[config.mk]
export PLATFORM = sky130hd
export DESIGN_NAME = lampfpu_sqrt_arb
export DESIGN_NICKNAME = d
export VERILOG_FILES = /design/src/rtl/lampfpu_sqrt_arb.sv
export SDC_FILE = /design/constraint.sdc
export NUM_CORES = 1
export LEC_CHECK = 0
export ABC_AREA = 1
export BUFFER_PORTS_ARGS = -buffer_cell sky130_fd_sc_hd__buf_2
export CORE_MARGIN = 5
export CORE_UTILIZATION = 43
export DETAILED_ROUTE_END_ITERATION = 6
export PLACE_DENSITY = 0.8
export SYNTH_ARGS = -nofsm -noshare
export SYNTH_HDL_FRONTEND = slang
export SYNTH_SLANG_ARGS = --single-unit
export TNS_END_PERCENT = 20
[constraint.sdc]
create_clock -name clk -period 2.4 [get_ports clk]
set_input_delay 0.12 -clock clk [delete_from_list [all_inputs] [get_ports clk]]
set_output_delay 0.12 -clock clk [all_outputs]
set_load 0.005 [all_outputs]
[src/rtl/lampfpu_sqrt_arb.sv]
// Round-robin front end that shares one multi-cycle lampFPU sqrt unit among N_REQ requesters.
// Operands are unpacked/classified at grant; an optional watchdog forces a qNaN response.
module lampfpu_sqrt_arb #(
   parameter int N_REQ   = 4,
   parameter int TIMEOUT = 64,
   parameter int ID_W    = $clog2(N_REQ)
) (
   input  logic                  clk,
   input  logic                  rst,
   input  logic [N_REQ-1:0]      req_i,
   input  logic [N_REQ-1:0]      invSqrt_req_i,
   input  logic [16*N_REQ-1:0]   op_req_i,
   output logic [N_REQ-1:0]      gnt_o,
   output logic                  busy_o,
   output logic                  rsp_valid_o,
   input  logic                  rsp_ready_i,
   output logic [ID_W-1:0]       rsp_id_o,
   output logic [15:0]           rsp_res_o,
   output logic                  rsp_timeout_o,
   output logic                  doSqrt_o,
   output logic                  invSqrt_o,
   output logic                  signum_op_o,
   output logic [7:0]            extExp_op_o,
   output logic [7:0]            extMant_op_o,
   output logic                  isZero_op_o,
   output logic                  isInf_op_o,
   output logic                  isSNAN_op_o,
   output logic                  isQNAN_op_o,
   input  logic                  valid_i,
   input  logic                  s_res_i,
   input  logic [7:0]            e_res_i,
   input  logic [6:0]            f_res_i
);

   // state  | meaning
   // S_IDLE | waiting for a request, grant is combinational
   // S_BUSY | doSqrt held high, waiting for valid_i or watchdog
   // S_RESP | result presented until rsp_ready_i
   typedef enum logic [1:0] {S_IDLE = 2'd0, S_BUSY = 2'd1, S_RESP = 2'd2} state_t;

   localparam int CNT_W = (TIMEOUT < 1) ? 1 : $clog2(TIMEOUT + 1);

   state_t            r_state, w_state_nxt;
   logic [ID_W-1:0]   r_ptr, r_id;
   logic [CNT_W-1:0]  r_wd_cnt;
   logic [15:0]       r_res;
   logic              r_to, r_inv, r_sign, r_zero, r_inf, r_snan, r_qnan;
   logic [7:0]        r_exp, r_mant;

   logic [N_REQ-1:0]  w_rot, w_gnt;
   logic [ID_W-1:0]   w_off, w_gnt_id;
   logic [ID_W:0]     w_sum;
   logic              w_any, w_wd_hit;
   logic [15:0]       w_op;
   logic [7:0]        w_e;
   logic [6:0]        w_f;

   // Rotate so bit 0 is the requester at the pointer; lowest set bit wins.
   assign w_rot = N_REQ'({req_i, req_i} >> r_ptr);

   always_comb begin
      w_any = 1'b0;
      w_off = '0;
      for (int k = N_REQ - 1; k >= 0; k--) begin
         if (w_rot[k]) begin
            w_any = 1'b1;
            w_off = ID_W'(k);
         end
      end
   end

   assign w_sum    = {1'b0, r_ptr} + {1'b0, w_off};
   assign w_gnt_id = (w_sum >= (ID_W+1)'(N_REQ)) ? ID_W'(w_sum - (ID_W+1)'(N_REQ)) : ID_W'(w_sum);
   assign w_gnt    = w_any ? (N_REQ'(1) << w_gnt_id) : '0;
   assign w_op     = op_req_i[w_gnt_id*16 +: 16];
   assign w_e      = w_op[14:7];
   assign w_f      = w_op[6:0];
   assign w_wd_hit = (TIMEOUT != 0) && (r_wd_cnt == CNT_W'(TIMEOUT - 1));

   always_ff @(posedge clk) begin
      if (rst) r_state <= S_IDLE;
      else     r_state <= w_state_nxt;
   end

   always_comb begin
      w_state_nxt = r_state;
      gnt_o       = '0;
      doSqrt_o    = 1'b0;
      rsp_valid_o = 1'b0;
      busy_o      = 1'b1;
      case (r_state)
         S_IDLE: begin
            busy_o = 1'b0;
            if (!rst) gnt_o = w_gnt;
            if (w_any) w_state_nxt = S_BUSY;
         end
         S_BUSY: begin
            doSqrt_o = 1'b1;
            if (valid_i || w_wd_hit) w_state_nxt = S_RESP;
         end
         S_RESP: begin
            rsp_valid_o = 1'b1;
            if (rsp_ready_i) w_state_nxt = S_IDLE;
         end
         default: w_state_nxt = S_IDLE;
      endcase
   end

   always_ff @(posedge clk) begin
      if (rst) begin
         r_ptr <= '0;  r_id <= '0;  r_wd_cnt <= '0;  r_res <= '0;  r_to <= 1'b0;
         r_inv <= 1'b0; r_sign <= 1'b0; r_exp <= '0; r_mant <= '0;
         r_zero <= 1'b0; r_inf <= 1'b0; r_snan <= 1'b0; r_qnan <= 1'b0;
      end else begin
         case (r_state)
            S_IDLE: if (w_any) begin
               r_ptr  <= (w_gnt_id == ID_W'(N_REQ - 1)) ? '0 : w_gnt_id + 1'b1;
               r_id   <= w_gnt_id;
               r_inv  <= invSqrt_req_i[w_gnt_id];
               r_sign <= w_op[15];
               r_exp  <= (w_e == 8'h00) ? 8'h01 : w_e;
               r_mant <= {w_e != 8'h00, w_f};
               r_zero <= (w_e == 8'h00) && (w_f == 7'h00);
               r_inf  <= (w_e == 8'hFF) && (w_f == 7'h00);
               r_qnan <= (w_e == 8'hFF) && w_f[6];
               r_snan <= (w_e == 8'hFF) && (w_f != 7'h00) && !w_f[6];
            end
            S_BUSY: begin
               r_wd_cnt <= r_wd_cnt + 1'b1;
               if (valid_i) begin
                  r_res <= {s_res_i, e_res_i, f_res_i};
                  r_to  <= 1'b0;
               end else if (w_wd_hit) begin
                  r_res <= 16'h7FC0;
                  r_to  <= 1'b1;
               end
            end
            S_RESP: if (rsp_ready_i) r_wd_cnt <= '0;
            default: ;
         endcase
      end
   end

   assign rsp_id_o      = r_id;
   assign rsp_res_o     = r_res;
   assign rsp_timeout_o = r_to;
   assign invSqrt_o     = r_inv;
   assign signum_op_o   = r_sign;
   assign extExp_op_o   = r_exp;
   assign extMant_op_o  = r_mant;
   assign isZero_op_o   = r_zero;
   assign isInf_op_o    = r_inf;
   assign isSNAN_op_o   = r_snan;
   assign isQNAN_op_o   = r_qnan;

endmodule
==> reports/results.tsv, run 1 <==
metric	value	unit
grt_antenna_before_repair	0	
netlist_area	3108	um^2
ys_top_cells_by_area	dfxtp_1 33%, nand2_1 18%, inv_1 6.4%	
run_status	finished, violations left	
grt_max_degree	39	
synth.distinct_cells	31	
worst-r2r-cell-count	20	
gr-usage-met2	0.3641	
startpoint_type	register	
top_usage_layer	met2	
portBuffers	139	
clk_latency	310	ps
path_class	reg -> reg	
worstReg2RegEnd	isZero_op_o$_SDFFE_PP0P_	
max_freq	376.4	MHz
tightest_slew	641.8	ps
io_pins	140	
dp_hpwl	7.288	mm
vias_per_cell	5.176	
whs	51.48	ps
crit_start	r_ptr[0]$_SDFFE_PP0P_	
yosysWarnings	0	
swShare	0.4822	
finalSetupViolations	21	
critical_path.endpoint_type	register	
diodes	0	
tns	-3163	ps
cts_sinks	52	
fin_crit	2657	ps
initial_core_util	0.4355	
hp-class	in -> reg	
ir_drop	704.9	uV
multi_input_area	2027	um^2
place_area	4005	um^2
cts_tree	yes	
report.final.slew_viol_count	0	
power_density	1449	nW/um^2
postRouteAntennaNets	0	
grt_pass1_wl	15.41	mm
place_ws	-96.16	ps
synth_cells	479	
reg2reg_slack	-260	ps
synth_area_leader_cell	dfxtp_1	
drt_iter0_drc	275	
crit_fanout	8	
worstPathArrival	2900	ps
p_int	3.475	mW
dieArea	9028	um^2
num_rows	31	
worstPathRequired	2650	ps
fin_crit_sh	1.107	
p_clk_frac	0.076	
met1_usage	0.2575	
core_area	7137	um^2
clock_path_buffers	2	
skew	15.74	ps
grt-ovfl-total	0	
p_sw	3.237	mW
finalHoldViolations	0	
n_fill_cell	616	
power_leakage	2.419	nW
final_common_cell	buf_2	
p_comb_frac	0.740	
endpoint	isZero_op_o$_SDFFE_PP0P_	
r2r_start	r_ptr[0]$_SDFFE_PP0P_	
grt.total_usage	0.2126	
gp_congestion	0.9738	
syn_area_per_cell	6.488	um^2
hp-start	f_res_i[4]	
relSlewSlack	0.5717	
layout_common_cells	139 x buf_2, 119 x nand2_1, 50 x dfxtp_1	
drc	0	
grt_use_met3	0.04578	
wire_per_inst	14.88	um
violations	negative setup slack	
yosysTopAreaCellShare	0.3349	
max-cap-violations	0	
drive_gt1_frac	0.4239	
die_h	95.02	um
ctsHoldBuffers	0	
die-width	95.02	um
syn-num-nets	577	
route.vias.total	3846	
drtPass1Iterations	6	
seqCellArea	1049	um^2
wl	11.05	mm
path_clk_slew	100	ps
synth_seq_area_share	0.3349	
grt_pass1_vias	3517	
root_buffer	clkbuf_8	
rsz0062_at_grt	yes	
area_growth	48.99	%
ys_ff_latch	52	
cts-buffers-inserted	5	
setup_slack	-256.8	ps
seqPwrFrac	0.185	
htreeDepth	2	
final_area	4631	um^2
nNetsFinal	741	
==> flip-flops by register name, indices dropped and copies added (netlist names), 2 cells and up <==
| register | count |
|---|---|
| rsp_id_o | 2 |
| r_state | 2 |
| r_ptr | 2 |
| extExp_op_o | 8 |
| extMant_op_o | 8 |
| rsp_res_o | 16 |
| r_wd_cnt | 7 |
==> area by class of cell <==
cell class	count	share of cell area
clock buffers	6	0.01567
clock inverters	2	0.002972
well taps	99	0.02675
multi-input cells	346	0.4377
flip-flops and latches	52	0.2264
repair buffers	180	0.2402
inverters	58	0.05026
==> how the worst min path moves through the flow <==
stage | end | slack (ps) | cells after the start
global placement | rsp_res_o[15]$_SDFFE_PP0P_ | 380 | 3
CTS | rsp_res_o[4]$_SDFFE_PP0P_ | 50 | 3
floorplan | rsp_res_o[0]$_SDFFE_PP0P_ | 270 | 2
detailed placement | rsp_res_o[1]$_SDFFE_PP0P_ | 380 | 3
global route | rsp_res_o[15]$_SDFFE_PP0P_ | 60 | 3
finish | rsp_res_o[4]$_SDFFE_PP0P_ | 50 | 3
==> metal layers <==
layer / wire length [um] / up-vias / share of wire
met2: 5419 / 179 / 0.49
li1: - / 1863 / -
met3: 920 / 40 / 0.083
met4: 375 / 0 / 0.034
met5: 0 / - / 0
met1: 4338 / 1764 / 0.39
==> critical path, cell delays in order (launching register included) <==
cell	delay [ps]
dfxtp_4	420
inv_8	60
nand2_4	70
nand3_2	70
nand2_2	110
nand3_2	80
a21boi_2	190
ha_4	170
xor2_2	210
inv_2	80
nand3_4	100
buf_6	160
clkbuf_16	160
nand3_2	70
nand2_2	120
nand2_1	80
nor2_1	120
nand2_1	100
nor2_1	100
nor2_1	40
nor2_1	70
==> metrics by stage <==
step / utilization / std cells / power (mW)
floorplan: - / 479 / 3.628
global placement: 0.5612 / 713 / 4.697
detailed placement: 0.5612 / 713 / 4.768
CTS: 0.6029 / 732 / 5.662
global route: 0.6488 / 743 / 7.195
finish: 0.6488 / 743 / 6.712
==> power by group through the flow <==
stage                     Combinational (mW)  Sequential [mW]  Clock, mW
final                                   4.96             1.24      0.508
after global routing                    5.37             1.27      0.558
after detailed placement                3.53             1.24          0
after global placement                  3.46             1.23          0
after floorplan                         2.38             1.25          0
after CTS                               3.90             1.23      0.524
==> synthesized netlist by cell type, drive strengths merged <==
cell type  number
xor2            2
o21ai          19
a221oi          2
clkbuf         16
or2             6
nand3b          4
ha              6
nor3           20
o211ai         14
dfxtp          52
o31ai           1
nor2           36
nand2         156
nand3          30
a21boi          1
mux2i          14
a31oi           2
inv            58
buf             9
a21oi          30
a211oi          1
==> timing repair <==
item | 4_1_cts | 5_1_grt
endpoints found under the setup margin | 9 | 20
cloned | 1 | 4
pin swaps | 10 | 28
resized for setup | 39 | 51
buffers inserted | 10 | 7
==> cell families after synthesis <==
| logic type | synth area share |
|---|---|
| buffers and inverters | 0.1087 |
| DFF | 0.3349 |
| adders and majority gates | 0.02415 |
| muxes | 0.04509 |
| and+or+nand+nor | 0.3494 |
| xor gates and xnor gates | 0.008053 |
| AOI/OAI and AO/OA | 0.1296 |
No activity file was read; power rests on OpenSTA's default activity.
==> run 2: changes to the inputs <==
--- a/config.mk
+++ b/config.mk
@@ -11,6 +11,7 @@
 export CORE_UTILIZATION = 43
 export DETAILED_ROUTE_END_ITERATION = 6
 export PLACE_DENSITY = 0.8
+export RECOVER_POWER = 50
 export SYNTH_ARGS = -nofsm -noshare
 export SYNTH_HDL_FRONTEND = slang
 export SYNTH_SLANG_ARGS = --single-unit
==> reports/results.tsv, run 2 (synthesis gave the netlist of run 1 again) <==
metric	value	unit	change
portBuffers	139		unchanged
p_int	3.446	mW	was 3.475 mW
die-width	95.02	um	unchanged
critical_path.endpoint_type	register		unchanged
max-cap-violations	0		unchanged
crit_fanout	8		unchanged
core_area	7137	um^2	unchanged
whs	50.62	ps	was 51.48 ps
power_density	1458	nW/um^2	was 1449 nW/um^2
ir_drop	702.6	uV	was 704.9 uV
power_leakage	2.313	nW	was 2.419 nW
largest_reg_flops	16		unchanged
worstPathArrival	2940	ps	was 2900 ps
report.final.slew_viol_count	0		unchanged
violations	negative setup slack		unchanged
diodes	0		unchanged
hold_end	rsp_res_o[4]$_SDFFE_PP0P_		unchanged
setup_slack	-287.6	ps	was -256.8 ps
grt_antenna_before_repair	0		unchanged
finalSetupViolations	22		was 21
grt-ovfl-total	0		unchanged
r2r_start	r_ptr[0]$_SDFFE_PP0P_		unchanged
area_growth	47.91	%	was 48.99%
tightest_slew	641.1	ps	was 641.8 ps
hp-start	f_res_i[4]		unchanged
p_sw	3.258	mW	was 3.237 mW
final_area	4597	um^2	was 4631 um^2
drc	0		unchanged
postRouteAntennaNets	0		unchanged
vias_per_cell	5.167		was 5.176
drive_gt1_frac	0.3820		was 0.4239
final_common_cell	nand2_1		was buf_2
run_status	finished, violations left		unchanged
initial_core_util	0.4355		unchanged
post-place-cells	713		unchanged
hp-class	in -> reg		unchanged
stdcell_count	743		unchanged
worst-r2r-cell-count	20		unchanged
startpoint_type	register		unchanged
drt_iter0_drc	283		was 275
seqPwrFrac	0.186		was 0.185
p_clk_frac	0.077		was 0.076
path_class	reg -> reg		unchanged
grt_max_degree	39		unchanged
root_buffer	clkbuf_8		unchanged
fin_crit	2688	ps	was 2657 ps
cts_tree	yes		unchanged
num_rows	31		unchanged
clock_path_buffers	2		unchanged
dieArea	9028	um^2	unchanged
swShare	0.4859		was 0.4822
max_freq	372.1	MHz	was 376.4 MHz
grt_pass1_vias	3517		unchanged
cts-buffers-inserted	5		unchanged
n_fill_cell	638		was 616
finalHoldViolations	0		unchanged
layout_common_cells	119 x nand2_1, 112 x buf_2, 50 x dfxtp_1		was 139 x buf_2, 119 x nand2_1, 50 x dfxtp_1
fin_util	0.6441		was 0.6488
die_h	95.02	um	unchanged
hold_depth	3		unchanged
p_comb_frac	0.738		was 0.740
grt.total_usage	0.2126		unchanged
rsz0062_at_grt	yes		unchanged
htreeDepth	2		unchanged
skew	14.89	ps	was 15.74 ps
fin_crit_sh	1.120		was 1.107
nNetsFinal	741		unchanged
wire_per_inst	15.03	um	was 14.88 um
tns	-3891	ps	was -3163 ps
drtPass1Iterations	5		was 6
grt_pass1_wl	15.41	mm	unchanged
dp_hpwl	7.288	mm	unchanged
relSlewSlack	0.5721		was 0.5717
worstPathRequired	2650	ps	about the same
place_area	4005	um^2	unchanged
gp_congestion	0.9738		unchanged
worstReg2RegEnd	isZero_op_o$_SDFFE_PP0P_		unchanged
io_pins	140		unchanged
route.vias.total	3839		was 3846
wl	11.17	mm	was 11.05 mm
path_clk_slew	100	ps	about the same
reg2reg_slack	-290	ps	was -260 ps
cts_sinks	52		unchanged
clk_latency	310	ps	about the same
-- run 2: what timing repair did --
action,in CTS,in global routing
setup endpoints to repair,9,20
cloned,1,4
endpoints found under the hold margin,0,0
buffers inserted,10,7
hold buffers,0,0
gates resized for setup,39,51
pin swaps,10,28
-- run 2: metrics by stage --
stage	power (mW)	setup slack (ps)
2_1_floorplan	3.628	19.93
3_3_place_gp	4.697	3.948
3_5_place_dp	4.768	-96.16
4_1_cts	5.662	-55.84
5_1_grt	7.168	-431.6
6_report	6.704	-287.6
-- run 2: how the worst max path moves through the flow --
stage | start | endpoint | slack (ps) | cells past startpoint
floorplan | r_ptr[0]$_SDFFE_PP0P_ | isZero_op_o$_SDFFE_PP0P_ | 20 | 20
global placement | r_ptr[0]$_SDFFE_PP0P_ | isZero_op_o$_SDFFE_PP0P_ | 4 | 19
detailed placement | r_ptr[0]$_SDFFE_PP0P_ | extExp_op_o[0]$_SDFFE_PP0P_ | -100 | 18
CTS | r_ptr[0]$_SDFFE_PP0P_ | isInf_op_o$_SDFFE_PP0P_ | -60 | 20
global route | r_ptr[0]$_SDFFE_PP0P_ | isInf_op_o$_SDFFE_PP0P_ | -430 | 20
finish | r_ptr[0]$_SDFFE_PP0P_ | isZero_op_o$_SDFFE_PP0P_ | -290 | 20
-- run 2: cell type report --
cell class                      count  area [um^2]  share of cell area
Clock inverter                      2        13.76            0.002994
Multi-Input combinational cell    346         2027              0.4409
Tap cell                           99        123.9             0.02695
Timing Repair Buffer              180         1079              0.2346
Inverter                           58        232.7             0.05063
Sequential cell                    52         1049              0.2281
Clock buffer                        6        72.57             0.01579
-- run 2: routing by layer --
layer | up-vias | global-route usage | wire [um]
met5 | - | 0 | 0
met4 | 0 | 0.08894 | 365
met3 | 32 | 0.04578 | 868
met2 | 184 | 0.3641 | 5463
met1 | 1761 | 0.2575 | 4472
li1 | 1862 | - | -
-- run 2: power groups by stage --
stage / Sequential, mW / Combinational, mW / Clock [mW]
floorplan: 1.25 / 2.38 / 0
global placement: 1.23 / 3.46 / 0
detailed placement: 1.24 / 3.53 / 0
CTS: 1.23 / 3.90 / 0.524
global route: 1.27 / 5.34 / 0.558
finish: 1.25 / 4.94 / 0.514
-- run 2: worst max-delay path, stage by stage (launching register included) --
cell and delay, ps:
dfxtp_4 430, inv_8 60, nand2_4 70, nand3_2 70, nand2_2 110, nand3_2 90
a21boi_2 190, ha_4 170, xor2_2 230, inv_2 80, nand3_4 100, buf_6 160
clkbuf_16 160, nand3_2 70, nand2_2 130, nand2_1 80, nor2_1 120, nand2_1 100
nor2_1 100, nor2_1 40, nor2_1 70
